## src/rtl/vend_dispenser_if.sv

```systemverilog
// Signal bundle between the vending FSM (master) and the product dispenser (slave).
// Carries dispense/refill requests in one direction and motor/stock status in the other.
interface vend_dispenser_if #(
    parameter int STOCK_W = 4
) ();
    logic               vend_coffee;
    logic               vend_sprite;
    logic               refill;
    logic               motor_coffee;
    logic               motor_sprite;
    logic               busy;
    logic [1:0]         sold_out;
    logic [STOCK_W-1:0] stock_coffee;
    logic [STOCK_W-1:0] stock_sprite;
    logic               drop_err;

    modport master (
        output vend_coffee, vend_sprite, refill,
        input  motor_coffee, motor_sprite, busy, sold_out,
        input  stock_coffee, stock_sprite, drop_err
    );

    modport slave (
        input  vend_coffee, vend_sprite, refill,
        output motor_coffee, motor_sprite, busy, sold_out,
        output stock_coffee, stock_sprite, drop_err
    );
endinterface

```

## src/rtl/vend_dispenser.sv

```systemverilog
// Product-delivery responder: latches coffee/sprite requests, runs one motor at a time
// for RUN_TICKS cycles followed by a GAP_TICKS idle gap, and tracks per-product stock.
module vend_dispenser #(
    parameter int RUN_TICKS  = 500,
    parameter int GAP_TICKS  = 100,
    parameter int STOCK_INIT = 9,
    parameter int STOCK_W    = 4
) (
    input  logic             clock,
    input  logic             reset,
    vend_dispenser_if.slave  bus
);
    localparam int TICK_W = 10;
    localparam logic [TICK_W-1:0]  RUN_LAST   = TICK_W'(RUN_TICKS - 1);
    localparam logic [TICK_W-1:0]  GAP_LAST   = TICK_W'(GAP_TICKS - 1);
    localparam logic [STOCK_W-1:0] STOCK_LOAD = STOCK_W'(STOCK_INIT);
    localparam logic [STOCK_W-1:0] STOCK_ONE  = STOCK_W'(1);
    localparam logic [STOCK_W-1:0] STOCK_NONE = STOCK_W'(0);

    typedef enum logic [1:0] {
        ST_IDLE  = 2'd0,
        ST_RUN_C = 2'd1,
        ST_RUN_S = 2'd2,
        ST_GAP   = 2'd3
    } state_t;

    state_t              state_r;
    state_t              state_next_s;
    logic [TICK_W-1:0]   tick_r;
    logic [TICK_W-1:0]   tick_next_s;
    logic                take_c_s;
    logic                take_s_s;

    logic                vend_c_q_r;
    logic                vend_s_q_r;
    logic                pend_c_r;
    logic                pend_s_r;
    logic [STOCK_W-1:0]  stock_c_r;
    logic [STOCK_W-1:0]  stock_s_r;
    logic                motor_c_r;
    logic                motor_s_r;
    logic                drop_err_r;

    logic                rise_c_s;
    logic                rise_s_s;
    logic                set_c_s;
    logic                set_s_s;
    logic                drop_c_s;
    logic                drop_s_s;
    logic                refill_ok_s;

    // Request edge detection, pend acceptance/drop decision and refill gating
    always_comb begin
        rise_c_s    = 1'b0;
        rise_s_s    = 1'b0;
        set_c_s     = 1'b0;
        set_s_s     = 1'b0;
        drop_c_s    = 1'b0;
        drop_s_s    = 1'b0;
        refill_ok_s = 1'b0;

        rise_c_s = bus.vend_coffee & ~vend_c_q_r;
        rise_s_s = bus.vend_sprite & ~vend_s_q_r;

        // Acceptance looks at the pre-load stock, so a same-edge refill cannot rescue a sold-out request
        if (rise_c_s) begin
            if ((stock_c_r != STOCK_NONE) && !pend_c_r) begin
                set_c_s = 1'b1;
            end else begin
                drop_c_s = 1'b1;
            end
        end else begin
            set_c_s  = 1'b0;
            drop_c_s = 1'b0;
        end

        if (rise_s_s) begin
            if ((stock_s_r != STOCK_NONE) && !pend_s_r) begin
                set_s_s = 1'b1;
            end else begin
                drop_s_s = 1'b1;
            end
        end else begin
            set_s_s  = 1'b0;
            drop_s_s = 1'b0;
        end

        if ((state_r == ST_IDLE) && !pend_c_r && !pend_s_r && bus.refill) begin
            refill_ok_s = 1'b1;
        end else begin
            refill_ok_s = 1'b0;
        end
    end

    // Next-state and run/gap tick counter; coffee wins when both products are pending
    always_comb begin
        state_next_s = state_r;
        tick_next_s  = tick_r;
        take_c_s     = 1'b0;
        take_s_s     = 1'b0;

        case (state_r)
            ST_IDLE: begin
                if (pend_c_r) begin
                    state_next_s = ST_RUN_C;
                    tick_next_s  = {TICK_W{1'b0}};
                    take_c_s     = 1'b1;
                end else if (pend_s_r) begin
                    state_next_s = ST_RUN_S;
                    tick_next_s  = {TICK_W{1'b0}};
                    take_s_s     = 1'b1;
                end else begin
                    state_next_s = ST_IDLE;
                    tick_next_s  = {TICK_W{1'b0}};
                end
            end
            ST_RUN_C, ST_RUN_S: begin
                if (tick_r == RUN_LAST) begin
                    state_next_s = ST_GAP;
                    tick_next_s  = {TICK_W{1'b0}};
                end else begin
                    tick_next_s  = tick_r + TICK_W'(1);
                end
            end
            ST_GAP: begin
                if (tick_r == GAP_LAST) begin
                    state_next_s = ST_IDLE;
                    tick_next_s  = {TICK_W{1'b0}};
                end else begin
                    tick_next_s  = tick_r + TICK_W'(1);
                end
            end
            default: begin
                state_next_s = ST_IDLE;
                tick_next_s  = {TICK_W{1'b0}};
            end
        endcase
    end

    // State register and tick counter
    always_ff @(posedge clock) begin
        if (!reset) begin
            state_r <= ST_IDLE;
            tick_r  <= {TICK_W{1'b0}};
        end else begin
            state_r <= state_next_s;
            tick_r  <= tick_next_s;
        end
    end

    // Request history, pend flags, stock counters, motor drive and drop pulse
    always_ff @(posedge clock) begin
        if (!reset) begin
            vend_c_q_r <= 1'b0;
            vend_s_q_r <= 1'b0;
            pend_c_r   <= 1'b0;
            pend_s_r   <= 1'b0;
            stock_c_r  <= STOCK_LOAD;
            stock_s_r  <= STOCK_LOAD;
            motor_c_r  <= 1'b0;
            motor_s_r  <= 1'b0;
            drop_err_r <= 1'b0;
        end else begin
            vend_c_q_r <= bus.vend_coffee;
            vend_s_q_r <= bus.vend_sprite;

            if (take_c_s) begin
                pend_c_r <= 1'b0;
            end else if (set_c_s) begin
                pend_c_r <= 1'b1;
            end

            if (take_s_s) begin
                pend_s_r <= 1'b0;
            end else if (set_s_s) begin
                pend_s_r <= 1'b1;
            end

            // Refill and a take are mutually exclusive: refill requires no pend, a take requires one
            if (refill_ok_s) begin
                stock_c_r <= STOCK_LOAD;
                stock_s_r <= STOCK_LOAD;
            end else begin
                if (take_c_s) begin
                    stock_c_r <= stock_c_r - STOCK_ONE;
                end
                if (take_s_s) begin
                    stock_s_r <= stock_s_r - STOCK_ONE;
                end
            end

            motor_c_r  <= (state_next_s == ST_RUN_C);
            motor_s_r  <= (state_next_s == ST_RUN_S);
            drop_err_r <= drop_c_s | drop_s_s;
        end
    end

    assign bus.motor_coffee = motor_c_r;
    assign bus.motor_sprite = motor_s_r;
    assign bus.drop_err     = drop_err_r;
    assign bus.stock_coffee = stock_c_r;
    assign bus.stock_sprite = stock_s_r;
    assign bus.sold_out     = {(stock_s_r == STOCK_NONE), (stock_c_r == STOCK_NONE)};
    assign bus.busy         = (state_r != ST_IDLE) | pend_c_r | pend_s_r;

endmodule

```

## src/flat_wrapper.sv

```systemverilog
// flat-port wrapper written by rule: the top's interface ports become plain ports
module vend_dispenser_flat 
#(
    parameter int RUN_TICKS  = 500,
    parameter int GAP_TICKS  = 100,
    parameter int STOCK_INIT = 9,
    parameter int STOCK_W    = 4
)
  (clock, reset, bus_vend_coffee, bus_vend_sprite, bus_refill, bus_motor_coffee, bus_motor_sprite, bus_busy, bus_sold_out, bus_stock_coffee, bus_stock_sprite, bus_drop_err);
  vend_dispenser_if #(.STOCK_W(STOCK_W)) bus_i ();
  input  logic clock;
  input  logic reset;
  input wire logic [$bits(bus_i.vend_coffee)-1:0] bus_vend_coffee;
  input wire logic [$bits(bus_i.vend_sprite)-1:0] bus_vend_sprite;
  input wire logic [$bits(bus_i.refill)-1:0] bus_refill;
  output wire logic [$bits(bus_i.motor_coffee)-1:0] bus_motor_coffee;
  output wire logic [$bits(bus_i.motor_sprite)-1:0] bus_motor_sprite;
  output wire logic [$bits(bus_i.busy)-1:0] bus_busy;
  output wire logic [$bits(bus_i.sold_out)-1:0] bus_sold_out;
  output wire logic [$bits(bus_i.stock_coffee)-1:0] bus_stock_coffee;
  output wire logic [$bits(bus_i.stock_sprite)-1:0] bus_stock_sprite;
  output wire logic [$bits(bus_i.drop_err)-1:0] bus_drop_err;
  assign bus_i.vend_coffee = bus_vend_coffee;
  assign bus_i.vend_sprite = bus_vend_sprite;
  assign bus_i.refill = bus_refill;
  assign bus_motor_coffee = bus_i.motor_coffee;
  assign bus_motor_sprite = bus_i.motor_sprite;
  assign bus_busy = bus_i.busy;
  assign bus_sold_out = bus_i.sold_out;
  assign bus_stock_coffee = bus_i.stock_coffee;
  assign bus_stock_sprite = bus_i.stock_sprite;
  assign bus_drop_err = bus_i.drop_err;
  vend_dispenser #(.RUN_TICKS(RUN_TICKS), .GAP_TICKS(GAP_TICKS), .STOCK_INIT(STOCK_INIT), .STOCK_W(STOCK_W)) u_core (.clock(clock), .reset(reset), .bus(bus_i));
endmodule
```

## config.mk

```make
export PLATFORM = sky130hd
export DESIGN_NAME = vend_dispenser_flat
export DESIGN_NICKNAME = d
export VERILOG_FILES = /design/src/rtl/vend_dispenser_if.sv /design/src/rtl/vend_dispenser.sv /design/src/flat_wrapper.sv
export SDC_FILE = /design/constraint.sdc
export NUM_CORES = 1
export LEC_CHECK = 0
export BUFFER_PORTS_ARGS = -buffer_cell sky130_fd_sc_hd__clkbuf_2
export CAP_MARGIN = 20
export CORE_MARGIN = 2
export CORE_UTILIZATION = 30
export CTS_BUF_LIST = sky130_fd_sc_hd__clkbuf_8
export CTS_CLUSTER_DIAMETER = 80
export DETAILED_ROUTE_END_ITERATION = 10
export RECOVER_POWER = 100
export SETUP_SLACK_MARGIN = 0.2
export SYNTH_ARGS = -nofsm -noshare
export SYNTH_HDL_FRONTEND = slang
export SYNTH_SLANG_ARGS = --single-unit
```

## constraint.sdc

```tcl
create_clock -name clock -period 1.5 [get_ports clock]
set_input_delay 0.15 -clock clock [delete_from_list [all_inputs] [get_ports clock]]
set_output_delay 0.15 -clock clock [all_outputs]
set_load 0.005 [all_outputs]
```

==> key figures <==
GRT
  – Initial antenna violation count: 0
  – First-pass GRT wire length: 4530 um
  – Pin count of the biggest net entering global routing: 17
  – Via count of the first global-routing pass: 1024
  – GRT Total Usage: 12.8%
  – Global route total overflow: 0

Power
  – Peak supply drop: between 0.4 and 0.5 mV
  – Flop pwr share: about 57%
  – Clk pwr share: 32.5%
  – Internal: 993 uW
  – Power share of the combinational group: about a tenth
  – Sw Share: 23.9%
  – Lkg Pwr: 0.682 nW
  – Switching pwr: between 300 and 400 uW
  – PwrDens: 720 nW/um2

Critical path
  – CP Capture Type: flop
  – Setup Crit Path Kind: flop to flop
  – Crit path max fanout: 3
  – Crit path DAT: 1730 ps
  – CP startpoint kind: flop
  – Worst EP required: 1680 ps

Routing
  – First-pass DRT Iterations: 4
  – Vias per inst: 4.83
  – DRT Wirelength: 2790 um
  – Initial DRC Count: 19
  – Vias: 1087
  – Avg WL per Cell: 12.4 um
  – Residual DRC: 0
  – Antenna-violating nets left: 0

Floorplanning
  – Ports: 19
  – Die H: 69.0 um
  – Core ar.: 4030 um2
  – Die area: 4760 um2
  – Die X: 69.0 um
  – Rows: 23
  – Starting density of the core: roughly a third

Synthesis
  – Register bit count reported by yosys: 27
  – Synthesis Warnings: 0
  – Synth Area per Inst: 9.52 um2
  – Mapped Area: 1270 um2
  – Yosys cell types: 35
  – Post-Synthesis Cells: about 130
  – Count leader, synth: dfxtp_1
  – Post-Syn Nets: approximately 140
  – Ys flop type: dfxtp_1
  – Synth cell count leaders: dfxtp_1 (27), nand2_1 (11), nor3_1 (10), nor2_1 (8), xor2_1 (8)
  – Top cells by area, synth: dfxtp_1 (43%), xor2_1 (5.5%), ha_1 (4.9%), nor3_1 (4.0%), nor3b_1 (3.6%)
  – Post-synth EDFFs: 0
  – Async set-or-reset flop fraction in the synthesized netlist: 0%
  – Sequential area share after synthesis: approximately 43%
  – Share of the synthesized area in the top cell type: 42.7%
  – Area leader, netlist: dfxtp_1

Placed design
  – HPWL after DPL: 1890 um
  – # port buffers: 18
  – GPL Wtd Cong: 0.795
  – Inst Count DP: 207

STA
  – Fin crit share: 103%
  – Count of final max-slew check failures: 0
  – Worst-Margin Slew: 483 ps
  – RSZ-0062 raised after global routing: true
  – Final Setup Violations: 13
  – Headroom to the max-slew limit: 67.7%
  – Worst Skew: just under 5 ps
  – Fin. Hold Viols: 0
  – Setup WS post-layout: -51.7 ps
  – Tmin final: 1550 ps
  – Max Fclk: 644 MHz

Clocking
  – H-tree depth: 1
  – Worst-Skew Late Latency: approximately 280 ps
  – CTS tree: built
  – Clk sinks: 27
  – Clk slew on worst S/H paths: 90 ps
  – Cts hold-fix bufs: 0
  – TritonCTS Buffers: 3
  – Max Root-Sink Buffers: 2
  – CTS root buf: clkbuf_8

Final layout
  – Layout cells sized above 1: 45.7%
  – Finished Layout Cells: 225
  – Synthesis-to-finish area growth: 43.2%
  – Inserted Diodes: 0
  – Post-layout util: 45.0%
  – Nets@finish: 186

Worst hold path
  – Hold Path Class: input port to flop

Outcome
  – Status: complete, but fails checks
  – Failing checks: negative setup slack

Job
  – Max-cap violations: 0
## final cells by class
cell class              instances  area (um2)
repair buffers                 40         259
clock inverters                 1        7.51
well taps                      50        62.6
fillers                       385        2220
clock buffers                   3        41.3
inverters                       7        28.8
flip-flops and latches         27         553
multi-input cells              97         861
## kinds of logic after synthesis
family | count (synthesis) | share of synthesized area (%)
flops | 27 | 42.7
compound gates | 16 | 10.3
fa+ha+maj | 5 | 4.94
buf+inv | 10 | 3.36
simple gates | 62 | 29.7
xor+xnor | 13 | 8.99
## flip-flops by register name, summed over array words and instances, names as in the netlist, 2 cells and up
register,count
u_core.tick_r,10
u_core.state_r,2
u_core.bus.stock_coffee,4
u_core.bus.stock_sprite,4
## repair_timing
item | CTS | global route
setup endpoints to repair | 26 | 25
pin swaps | 6 | 11
buffers inserted | 9 | 4
gates cloned | 1 | 0
resized for setup | 26 | 26
## path summary, 6_finish.rpt
path	startpoint	endpoint	slack, ps	cells after the start
max	u_core.state_r[1]	u_core.bus.motor_coffee	-50	6
min	bus_vend_sprite	u_core.vend_s_q_r	90	2
max reg2reg	u_core.state_r[1]	u_core.bus.motor_coffee	-50	6
min reg2reg	u_core.vend_c_q_r	u_core.bus.drop_err	520	3
## layout by cell type (no fill, tap or decap), types with 4 or more instances in the layout
cell type	n
clkbuf_1	9
dfxtp_1	21
clkbuf_2	9
nand2_1	9
xnor2_1	4
nor2b_1	6
nor3_2	6
buf_6	4
inv_2	5
dfxtp_2	4
buf_4	18
nor2_1	8
xor2_1	8
nor3_1	4
## per-layer routing
metal / wire (um) / up-vias / GRT usage [%]
met4: 19 / 0 / 2.94
met5: 0 / - / 0
met2: 1440 / 16 / 23.8
li1: - / 544 / -
met3: 117 / 3 / 3.90
met1: 1210 / 524 / 14.1
## stage by stage
stage / hold WS [ps] / total power [mW] / setup WS [ps] / cell area, um2 / setup TNS [ps]
6_report: 87.9 / 1.31 / -51.7 / 1810 / -323
5_1_grt: 71.6 / 1.39 / -182 / 1810 / -2100
4_1_cts: 86.6 / 1.31 / -87.9 / 1720 / -820
3_5_place_dp: 379 / 0.860 / -116 / 1510 / -1130
3_3_place_gp: 377 / 0.857 / -51.5 / 1510 / -352
2_1_floorplan: 277 / 0.829 / -26.0 / 1310 / -26.0
## power groups by stage
stage	Sequential (mW)	Combinational (mW)	Clock (mW)
2_1_floorplan	0.760	0.0686	0
3_3_place_gp	0.761	0.0963	0
3_5_place_dp	0.762	0.0982	0
4_1_cts	0.742	0.126	0.437
5_1_grt	0.745	0.152	0.488
6_report	0.741	0.139	0.425
## worst max-delay path, cell delays in order (launching register included)
cell      delay [ps]
dfxtp_2          340
inv_2             40
ha_4             240
nor4b_4          270
a311oi_2         180
o211a_1          250
nor2b_1          120
(Power assumes the default switching activity.)
